$ cat config.mk
export PLATFORM = sky130hd
export DESIGN_NAME = frost32_mem_bridge
export DESIGN_NICKNAME = d
export VERILOG_FILES = /design/src/rtl/frost32_mem_bridge.sv
export SDC_FILE = /design/constraint.sdc
export NUM_CORES = 1
export LEC_CHECK = 0
export CORE_AREA = 2 2 109 111
export DETAILED_ROUTE_END_ITERATION = 8
export DIE_AREA = 0 0 111 113
export DONT_BUFFER_PORTS = 1
export GPL_ROUTABILITY_DRIVEN = 0
export GPL_TIMING_DRIVEN = 0
export PLACE_DENSITY = 0.66
export SETUP_SLACK_MARGIN = 0.05
export SLEW_MARGIN = 20
export SYNTH_ARGS = -nofsm -noshare
export SYNTH_HDL_FRONTEND = slang
export SYNTH_SLANG_ARGS = --single-unit
$ cat constraint.sdc
create_clock -name i_clk -period 1.9 [get_ports i_clk]
set_clock_uncertainty 0.2 [all_clocks]
set_input_delay 0.095 -clock i_clk [delete_from_list [all_inputs] [get_ports i_clk]]
set_output_delay 0.095 -clock i_clk [all_outputs]
set_load 0.005 [all_outputs]
$ cat src/rtl/frost32_mem_bridge.sv
// Frost32 memory bridge: turns one 8/16/32-bit CPU access into a sequence of
// big-endian byte accesses on a byte-wide synchronous RAM. Read data is returned
// right-aligned and zero-extended, and completion is signalled by a one-cycle ack.
module frost32_mem_bridge #(
    parameter int unsigned ADDR_WIDTH = 24
) (
    input  logic                  i_clk,
    input  logic                  i_rst_n,
    input  logic                  i_cpu_req,
    input  logic                  i_cpu_write,
    input  logic [1:0]            i_cpu_size,
    input  logic [31:0]           i_cpu_addr,
    input  logic [31:0]           i_cpu_wr_data,
    output logic [31:0]           o_cpu_rd_data,
    output logic                  o_cpu_ack,
    output logic                  o_cpu_busy,
    output logic [ADDR_WIDTH-1:0] o_ram_addr,
    output logic                  o_ram_wr_en,
    output logic [7:0]            o_ram_wr_data,
    input  logic [7:0]            i_ram_rd_data
);

    typedef enum logic [1:0] {
        StIdle,
        StXfer,
        StRtail,
        StDone
    } state_t;

    state_t                r_state;
    state_t                w_state_next;
    logic [ADDR_WIDTH-1:0] r_base;
    logic                  r_write;
    logic [1:0]            r_last;     // index of the final byte, i.e. N-1
    logic [31:0]           r_wdata;
    logic [1:0]            r_idx;
    logic [31:0]           r_acc;
    logic [31:0]           r_rd_data;
    logic [1:0]            w_last_in;
    logic [1:0]            w_byte_sel;
    logic                  w_unused;

    // Upper address bits beyond the RAM width are intentionally discarded.
    assign w_unused = ^i_cpu_addr;

    // Size 0/1/2/3 -> N = 4/2/1/1, stored as N-1.
    assign w_last_in = (i_cpu_size == 2'd0) ? 2'd3 :
                       (i_cpu_size == 2'd1) ? 2'd1 : 2'd0;

    // MSB first: byte (N-1-idx) of the right-aligned write word.
    assign w_byte_sel = 2'(r_last - r_idx);

    assign o_cpu_rd_data = r_rd_data;

    // State register.
    always_ff @(posedge i_clk) begin
        if (!i_rst_n) begin
            r_state <= StIdle;
        end else begin
            r_state <= w_state_next;
        end
    end

    // Request latch, byte index and read accumulator.
    always_ff @(posedge i_clk) begin
        if (!i_rst_n) begin
            r_base    <= '0;
            r_write   <= 1'b0;
            r_last    <= 2'd0;
            r_wdata   <= 32'd0;
            r_idx     <= 2'd0;
            r_acc     <= 32'd0;
            r_rd_data <= 32'd0;
        end else begin
            unique case (r_state)
                StIdle: begin
                    if (i_cpu_req) begin
                        r_base  <= i_cpu_addr[ADDR_WIDTH-1:0];
                        r_write <= i_cpu_write;
                        r_last  <= w_last_in;
                        r_wdata <= i_cpu_wr_data;
                        r_idx   <= 2'd0;
                        r_acc   <= 32'd0;
                    end
                end
                StXfer: begin
                    r_idx <= 2'(r_idx + 2'd1);
                    // RAM data lags the address by one cycle, so idx 0 has nothing yet.
                    if (r_idx != 2'd0) begin
                        r_acc <= {r_acc[23:0], i_ram_rd_data};
                    end
                end
                StRtail: begin
                    r_acc     <= {r_acc[23:0], i_ram_rd_data};
                    // Publish now so the result is already visible in the ack cycle.
                    r_rd_data <= {r_acc[23:0], i_ram_rd_data};
                end
                StDone: begin
                end
                default: begin
                end
            endcase
        end
    end

    // Next-state and RAM/CPU handshake outputs.
    always_comb begin
        w_state_next  = r_state;
        o_cpu_ack     = 1'b0;
        o_cpu_busy    = 1'b1;
        o_ram_addr    = '0;
        o_ram_wr_en   = 1'b0;
        o_ram_wr_data = 8'd0;
        unique case (r_state)
            StIdle: begin
                o_cpu_busy = 1'b0;
                if (i_cpu_req) begin
                    w_state_next = StXfer;
                end
            end
            StXfer: begin
                o_ram_addr    = r_base + ADDR_WIDTH'(r_idx);
                o_ram_wr_en   = r_write;
                o_ram_wr_data = r_wdata[{w_byte_sel, 3'b000} +: 8];
                if (r_idx == r_last) begin
                    w_state_next = r_write ? StDone : StRtail;
                end
            end
            StRtail: begin
                w_state_next = StDone;
            end
            StDone: begin
                o_cpu_ack    = 1'b1;
                w_state_next = StIdle;
            end
            default: begin
                w_state_next = StIdle;
            end
        endcase
    end

endmodule

==> flow_results.org, run 1 <==
** Outcome
- Run status :: finished with violations
- The final reports fail on negative setup slack.

** Cells and area
- Area grow syn2layout :: 42.6%
- Fraction of final layout cells sized beyond drive strength 1 :: 0.251
- ANT cells :: 0
- After routing the design area is 0.00788 mm^2.
- Total Nets Final :: 828
- Count of filler cells inserted in the layout :: 829
- Multi-input combinational cell area :: 0.00342 mm^2
- Registers take 0.00241 mm^2.

** Route
- Via count :: 4,901
- In the routed layout, each cell is associated on average with a via count of 5.46.
- For this block, the initial DRC count from the detailed router was 318.
- Final routed wire length divided by cell count :: 17.8 um
- Count of TritonRoute iterations in the first routing pass :: 5
- The routed design has 16,000 um of wire.
- In the routed design, unresolved DRC markers number 0.
- Final ANT Viol Nets :: 0

** Setup path
- The worst setup path is launched from a flip-flop.
- Setup slack on the worst reg-to-reg path comes out at 0.12 ns.
- The kind of cell with the highest combined delay along the critical path is simple AND/OR/NAND/NOR gates.
- Crit path arrival time :: 2.09 ns
- The endpoint identified for the worst register-to-register timing path is r_state[0].
- The worst setup path is captured at an output port.
- Cell chain of the critical path :: ha_4, fa_2, and4_4, nand2_4, or4_4, a21oi_2
- The worst setup path is of the reg2out kind.
- Reg-to-Reg Start :: r_idx[0]
- Of all nets on the critical path, the largest fanout is 7.
- Together, buffers and inverters on the worst path number 0.
- In this design, the stage delay of the slowest critical-path cell is 0.48 ns.
- Slowest stage cell on the critical path :: or4_4
- The worst register-to-register path has a depth of 6.
- The critical path runs through a total of 6 cells.
- STA puts the critical path data required time at 1.60 ns.

** Place
- Detailed placement ended at an HPWL of 9930 um.
- DP Area :: 0.00574 mm^2
- Buffers placed on the I/O ports in this run total 0.
- Dpl ws :: -0.386 ns

** Synth
- Most frequent cell after synthesis :: nand2_1
- The biggest area contributor in the post-synthesis netlist is dfxtp_1.
- After synthesis, the mean cell area works out to 8.71 um^2.
- Cells after synthesis :: 635
- Number of distinct standard cells referenced by the synthesized netlist :: 43
- The Yosys step of the flow raised 0 warnings.
- Post-synth ARST share :: 0
- Sorting the synthesized cells by area gives the leading types as dfxtp_1 43%, a21boi_0 11%, nand2_1 10%, mux2i_1 9.1%, nor2b_1 3.8%.
- Proportion of netlist area held by the largest area contributor :: 0.431
- For this run, the register share of the synthesized area comes to 0.431.
- Number of flops mapped to enable cells by yosys :: 0
- After synthesis the cells add up to 0.00553 mm^2.
- After synthesis the netlist holds a flip-flop and latch count of 119.
- Synth Net Count :: 722
- The most used flip-flop cell after synthesis is dfxtp_1.
- Top cell types by occurrence after synthesis :: 152 x nand2_1, 119 x dfxtp_1, 82 x a21boi_0

** Floorplan
- The die covers 0.0125 mm^2.
- The floorplan has 39 rows.
- 145 I/O pins were placed.
- Starting utilization of the core area :: 0.490
- Die extent in y :: 113 um
- From left edge to right edge, the die measures 111 um.
- The floorplan step defined a core boundary enclosing 0.0113 mm^2.

** Clock tree
- Clock Root Buffer :: clkbuf_16
- TritonCTS built the clock tree.
- For the worst-skew pair, the clock arrives at the later sink with an insertion delay of 0.41 ns.
- Htree depth :: 4
- Clock transition at the registers of the reported paths :: 0.05 ns
- Cts bufs inserted :: 17
- Buffer levels on the longest clock path :: 2
- Number of sinks handled by clock tree synthesis :: 119

** Timing
- Once routing completed, OpenROAD measured the worst setup slack at -0.482 ns.
- Setup violations remaining at the end of the flow were counted as 30.
- Worst-case headroom to the max-slew limit :: 0.591
- The number of hold violations in the final report came to 0.
- Setup repair after global routing could not meet its margin everywhere.
- Max-slew violation count :: 0
- Slew of the pin with the lowest slew margin :: 0.614 ns
- Share of the clock period used by the worst path after layout :: 1.25
- Timing would allow up to 420 MHz.
- Min Tclk post-route :: 2.38 ns

** Power
- For this design the ratio of total power to cell area is 1270 mW/mm^2.
- Across the VDD grid, the largest voltage drop is 0.731 mV.
- Standby leakage power :: 2.80 nW

** Global route
- GR Util All Layers :: 0.247
- Via count of the first global-routing pass :: 4,883
- Number of antenna violations at the first check in global routing :: 0
- Entering global routing, the biggest net connects 20 pins.
- GR Overflow Total :: 0
- Wire length of the first global-routing pass :: 24,900 um

** Worst hold path
- The path with the worst hold slack has its endpoint at r_base[5].
- Hold/Removal Path Class :: in2reg
- Hold Crit Depth :: 3
- HP Start :: i_cpu_addr[5]

** Run
- Max-cap check violation count :: 0
[final cells by class]
type | count | share of cell area
plain buffers | 41 | 0.0392
clock inverters | 12 | 0.0162
clock buffers | 20 | 0.0580
inverters | 10 | 0.00476
multi-input cells | 460 | 0.434
well taps | 143 | 0.0227
flip-flops and latches | 119 | 0.306
repair buffers | 92 | 0.119
[what timing repair did]
action | in CTS | in global routing
pin swaps | 29 | 42
hold buffers | 69 | 0
cloned | 1 | 4
setup endpoints to repair | 140 | 118
gates resized for setup | 91 | 138
buffers inserted | 19 | 4
endpoints found under the hold margin | 80 | 0
[through the flow]
step	hold WS, ns	utilization	std cells	power [W]	TNS (ns)
3_3_place_gp	0.0446	0.509	778	0.00553	-13.28
2_1_floorplan	0.0399	-	635	0.00497	-0.112
6_report	0.186	0.699	897	0.00999	-9.28
5_1_grt	0.182	0.699	897	0.0105	-11.13
4_1_cts	0.164	0.663	894	0.00928	-9.10
3_5_place_dp	0.0509	0.509	778	0.00561	-18.95
[worst reg2reg max path, cell delays in order (launching register included)]
cell	delay [ns]
dfxtp_4	0.35
buf_4	0.15
ha_4	0.28
inv_1	0.07
or2_4	0.27
a211o_1	0.27
a21oi_2	0.13
[registers in the layout, indices dropped and copies added, names as in the netlist]
| register | cells |
|---|---|
| o_cpu_rd_data | 32 |
| r_acc | 24 |
| r_base | 24 |
| r_idx | 2 |
| r_last | 2 |
| r_state | 2 |
| r_wdata | 32 |
| r_write | 1 |
[cell usage in the layout (no fill, tap or decap), types with 14 or more instances in the layout]
cell | synthesis | routed
nand3_1 | 32 | 22
a21boi_1 | 0 | 23
nor2b_1 | 34 | 34
clkbuf_1 | 33 | 14
a21boi_0 | 82 | 56
dfxtp_1 | 119 | 102
mux2i_1 | 50 | 37
dlygate4sd3_1 | 0 | 69
nand2_1 | 152 | 146
buf_6 | 5 | 23
clkbuf_16 | 0 | 17
[worst max-delay path by stage]
| stage | startpoint | to |
|---|---|---|
| after global routing | r_idx[0] | o_ram_addr[22] |
| after global placement | r_idx[1] | o_ram_addr[23] |
| final | r_idx[0] | o_ram_addr[22] |
| after floorplan | r_idx[0] | o_ram_addr[22] |
| after detailed placement | r_state[0] | r_base[22] |
| after CTS | r_base[0] | o_ram_addr[22] |
[routing by layer]
layer,global-route usage,part of all wire,vias up
met4,0.0892,0.017,0
met2,0.409,0.48,180
met5,0,0,-
met3,0.0745,0.063,27
li1,-,-,2369
met1,0.308,0.44,2325
[where the power goes]
part / leakage [nW] / internal, W / total, W / switching, W
registers: 0.977 / 0.00288 / 0.00326 / 0.000376
logic: 1.54 / 0.00161 / 0.00361 / 0.00201
clock network: 0.289 / 0.00199 / 0.00311 / 0.00112
[logic make-up (layout without fill, tap and decap cells)]
family                   count (synthesis)  count (layout)  synth area share
XOR/XNOR                                13              13            0.0254
AND/OR/NAND/NOR                        266             266             0.229
AO/OA/AOI/OAI                          122             122             0.156
flip-flops                             119             119             0.431
multiplexers                            50              50            0.0905
buffers and inverters                   56             175            0.0464
adder cells (fa/ha/maj)                  9               9            0.0217
Note: power is estimated with default switching activity, not from simulation.
==> inputs of run 2 (changes only) <==
SKIP_LAST_GASP = 1   (was default)
==> run 2 against run 1 <==
The run still ends with negative setup slack left. Largest power group unchanged. Core utilization grew 0.36 points. Hold slack worse by 0.0079 ns. Register-to-register slack got worse by 0.09 ns. Critical path depth did not move. Worst setup slack gained 0.0084 ns. Critical path type unchanged. Clock-buffer cell count unchanged. Sequential share of layout area shrank 0.060 points.
==> flow_results.org, run 2 (synthesis gave the netlist of run 1 again) <==
** Cells and area
- Total Nets Final :: 837
- ANT cells :: 0
- In the layout the commonest cells are 146 x nand2_1, 102 x dfxtp_1, 69 x dlygate4sd3_1.
- Post-route insts no fill :: 906
- The library cell used most frequently in the layout, excluding fill and tap cells, is nand2_1.
- Compared with the post-synthesis result, the final layout area differs by 43.3%.
- The finished cells cover 0.00792 mm^2.
- Fraction of final layout cells sized beyond drive strength 1 :: 0.250

** Place
- Dpl ws :: -0.386 ns
- Dpl cells :: 778
- The wire-length estimate of the detail-placed layout is 9930 um.
- Buffers on Ports :: 0
- In this run the cell area measured after placement is 0.00574 mm^2.

** Setup path
- Buf+Inv Stages, Crit Path :: 0
- Sort of element at the end of the critical path :: output port
- Required time reported for the critical path endpoint :: 1.60 ns
- The critical path crosses 6 cells after its start point.
- Family of cells with the greatest summed delay on the critical path :: simple AND/OR/NAND/NOR gates
- The worst setup path is launched from a flip-flop.
- The worst register-to-register path has a depth of 6.
- Largest incremental delay on the critical path :: 0.48 ns
- Data arrives at the worst endpoint at 2.08 ns.
- The slowest stage of the critical path is the or4_4 cell.
- The critical path goes through ha_4, fa_2, and4_4, nand2_4, or4_4, a21oi_2.
- Critical path class :: reg2out
- Maximum net fanout on the critical path :: 7

** Power
- Of the total power, registers draw 0.326.
- Pwr Total :: 0.00997 W
- The internal portion of the total power is 0.00645 W.
- Of the total power, the share spent switching nets is 0.353.
- Areal power density over the cells :: 1260 mW/mm^2
- Combinational share of power :: 0.359
- The share of total power dissipated in the clock network is 0.315.
- Sw Pwr :: 0.00351 W
- Maximum resistive drop on vdd :: 0.734 mV
- In this run the static leakage power is 2.85 nW.

** Timing
- Max-slew violation count :: 0
- After layout, the worst setup slack is -0.473 ns.
- The worst pin sits at a relative slew slack of 0.597.
- Final setup violation count :: 30
- Number of hold-slack violations in the final timing report :: 0
- Post-Route Setup TNS :: -9.59 ns
- Share of the clock period used by the worst path after layout :: 1.25
- Static timing analysis puts the maximum clock frequency at 421 MHz.
- Unrepaired setup endpoints after global routing :: true
- Min Tclk post-route :: 2.37 ns
- At the pin with the least slew margin, the transition time is 0.605 ns.

** Floorplan
- Std cell rows :: 39
- In this run the count of I/O pins placed on the die edge is 145.
- Die area :: 0.0125 mm^2
- The floorplan step defined a core boundary enclosing 0.0113 mm^2.
- For this configuration, the core starts out at a cell density of 0.490.
- The die is 111 um wide.
- Die extent in y :: 113 um

** Route
- Wires add up to 16,100 um.
- Final routed wire length divided by cell count :: 17.8 um
- Starting DRC count in detailed routing :: 365
- Across all layers, the routed design uses 4,924 vias.
- Once detail routing completed, the nets flagged for antenna violations numbered 0.
- Count of TritonRoute iterations in the first routing pass :: 6
- Avg Vias per Cell :: 5.43
- In the routed design, unresolved DRC markers number 0.

** Clock tree
- Number of sinks handled by clock tree synthesis :: 119
- Clock tree from TritonCTS :: yes
- Clock tree synthesis inserted a total of 17 buffers.
- After clock tree synthesis, the clock-pin slew on the worst setup and hold paths is 0.06 ns.
- Htree depth :: 4
- The clock passes through at most 2 buffers.
- Clock insertion delay at the later pin of the skew report :: 0.41 ns
- The cell sitting at the root of the clock tree is a clkbuf_16.

** Global route
- Maximum number of pins on one net before global-route repair :: 20
- In the global route stage, overall resource usage came out at 0.247.
- Summed over all layers, the global routing overflow is 0.
- The first global-routing pass estimated 24,800 um of wire.
- Via count of the first global-routing pass :: 4,917
- Number of antenna violations at the first check in global routing :: 0

** Outcome
- Failing checks :: negative setup slack
- Run status :: finished with violations

** Run
- The tool flagged a number of max-cap violations equal to 0.

** Worst hold path
- Hold Crit Depth :: 3
- Hold/Removal Path Class :: in2reg
## run 2: changes by cell type in the layout (fill, tap and decap cells not counted), sizes merged
cell    change
buf        +10
clkbuf      -1
## run 2: worst min-delay path: stages
cell           delay [ns]
dlygate4sd3_1        0.53
nand2_1              0.06
a21boi_0             0.06
## run 2: routing by layer
metal / GRT usage / share of wire / wire length [um]
met1: 0.303 / 0.43 / 6970
met4: 0.0900 / 0.026 / 421
met2: 0.413 / 0.48 / 7760
met3: 0.0745 / 0.060 / 971
met5: 0 / 0 / 0
## run 2: final timing paths
path / start / endpoint / slack [ns]
worst max register to register: r_state[0] / r_wdata[14] / 0.03
worst min-delay path: i_cpu_addr[5] / r_base[5] / 0.18
worst max-delay path: r_base[0] / o_ram_addr[22] / -0.47
worst min register to register: r_acc[20] / r_acc[20] / 0.25
## run 2: power groups by stage
stage | clock (W) | combinational (W) | sequential (W)
2_1_floorplan | 0 | 0.00184 | 0.00313
3_3_place_gp | 0 | 0.00233 | 0.00320
3_5_place_dp | 0 | 0.00239 | 0.00322
4_1_cts | 0.00316 | 0.00290 | 0.00319
5_1_grt | 0.00329 | 0.00388 | 0.00330
6_report | 0.00314 | 0.00358 | 0.00325
## run 2: final cells by class
class                           count  area [um^2]
Buffer                             41          312
Sequential cell                   119         2420
Fill cell                         808         3350
Multi-Input combinational cell    460         3380
Clock buffer                       20          457
Tap cell                          143          179
Timing Repair Buffer              101         1000
Clock inverter                     12          128
Inverter                           10         37.5
## run 2: metrics by stage
stage / hold WS, ns / util
global route: 0.182 / 0.703
detailed placement: 0.0509 / 0.509
floorplan: 0.0399 / -
CTS: 0.164 / 0.661
finish: 0.178 / 0.703
global placement: 0.0446 / 0.509
## run 2: what timing repair did
action                                  in CTS  in global routing
cloned                                       1                  4
endpoints found under the hold margin       80                  0
hold buffers                                69                  0
endpoints found under the setup margin     140                117
setup buffers                               19                 13
resized for setup                           87                136
pin swaps                                   29                 48
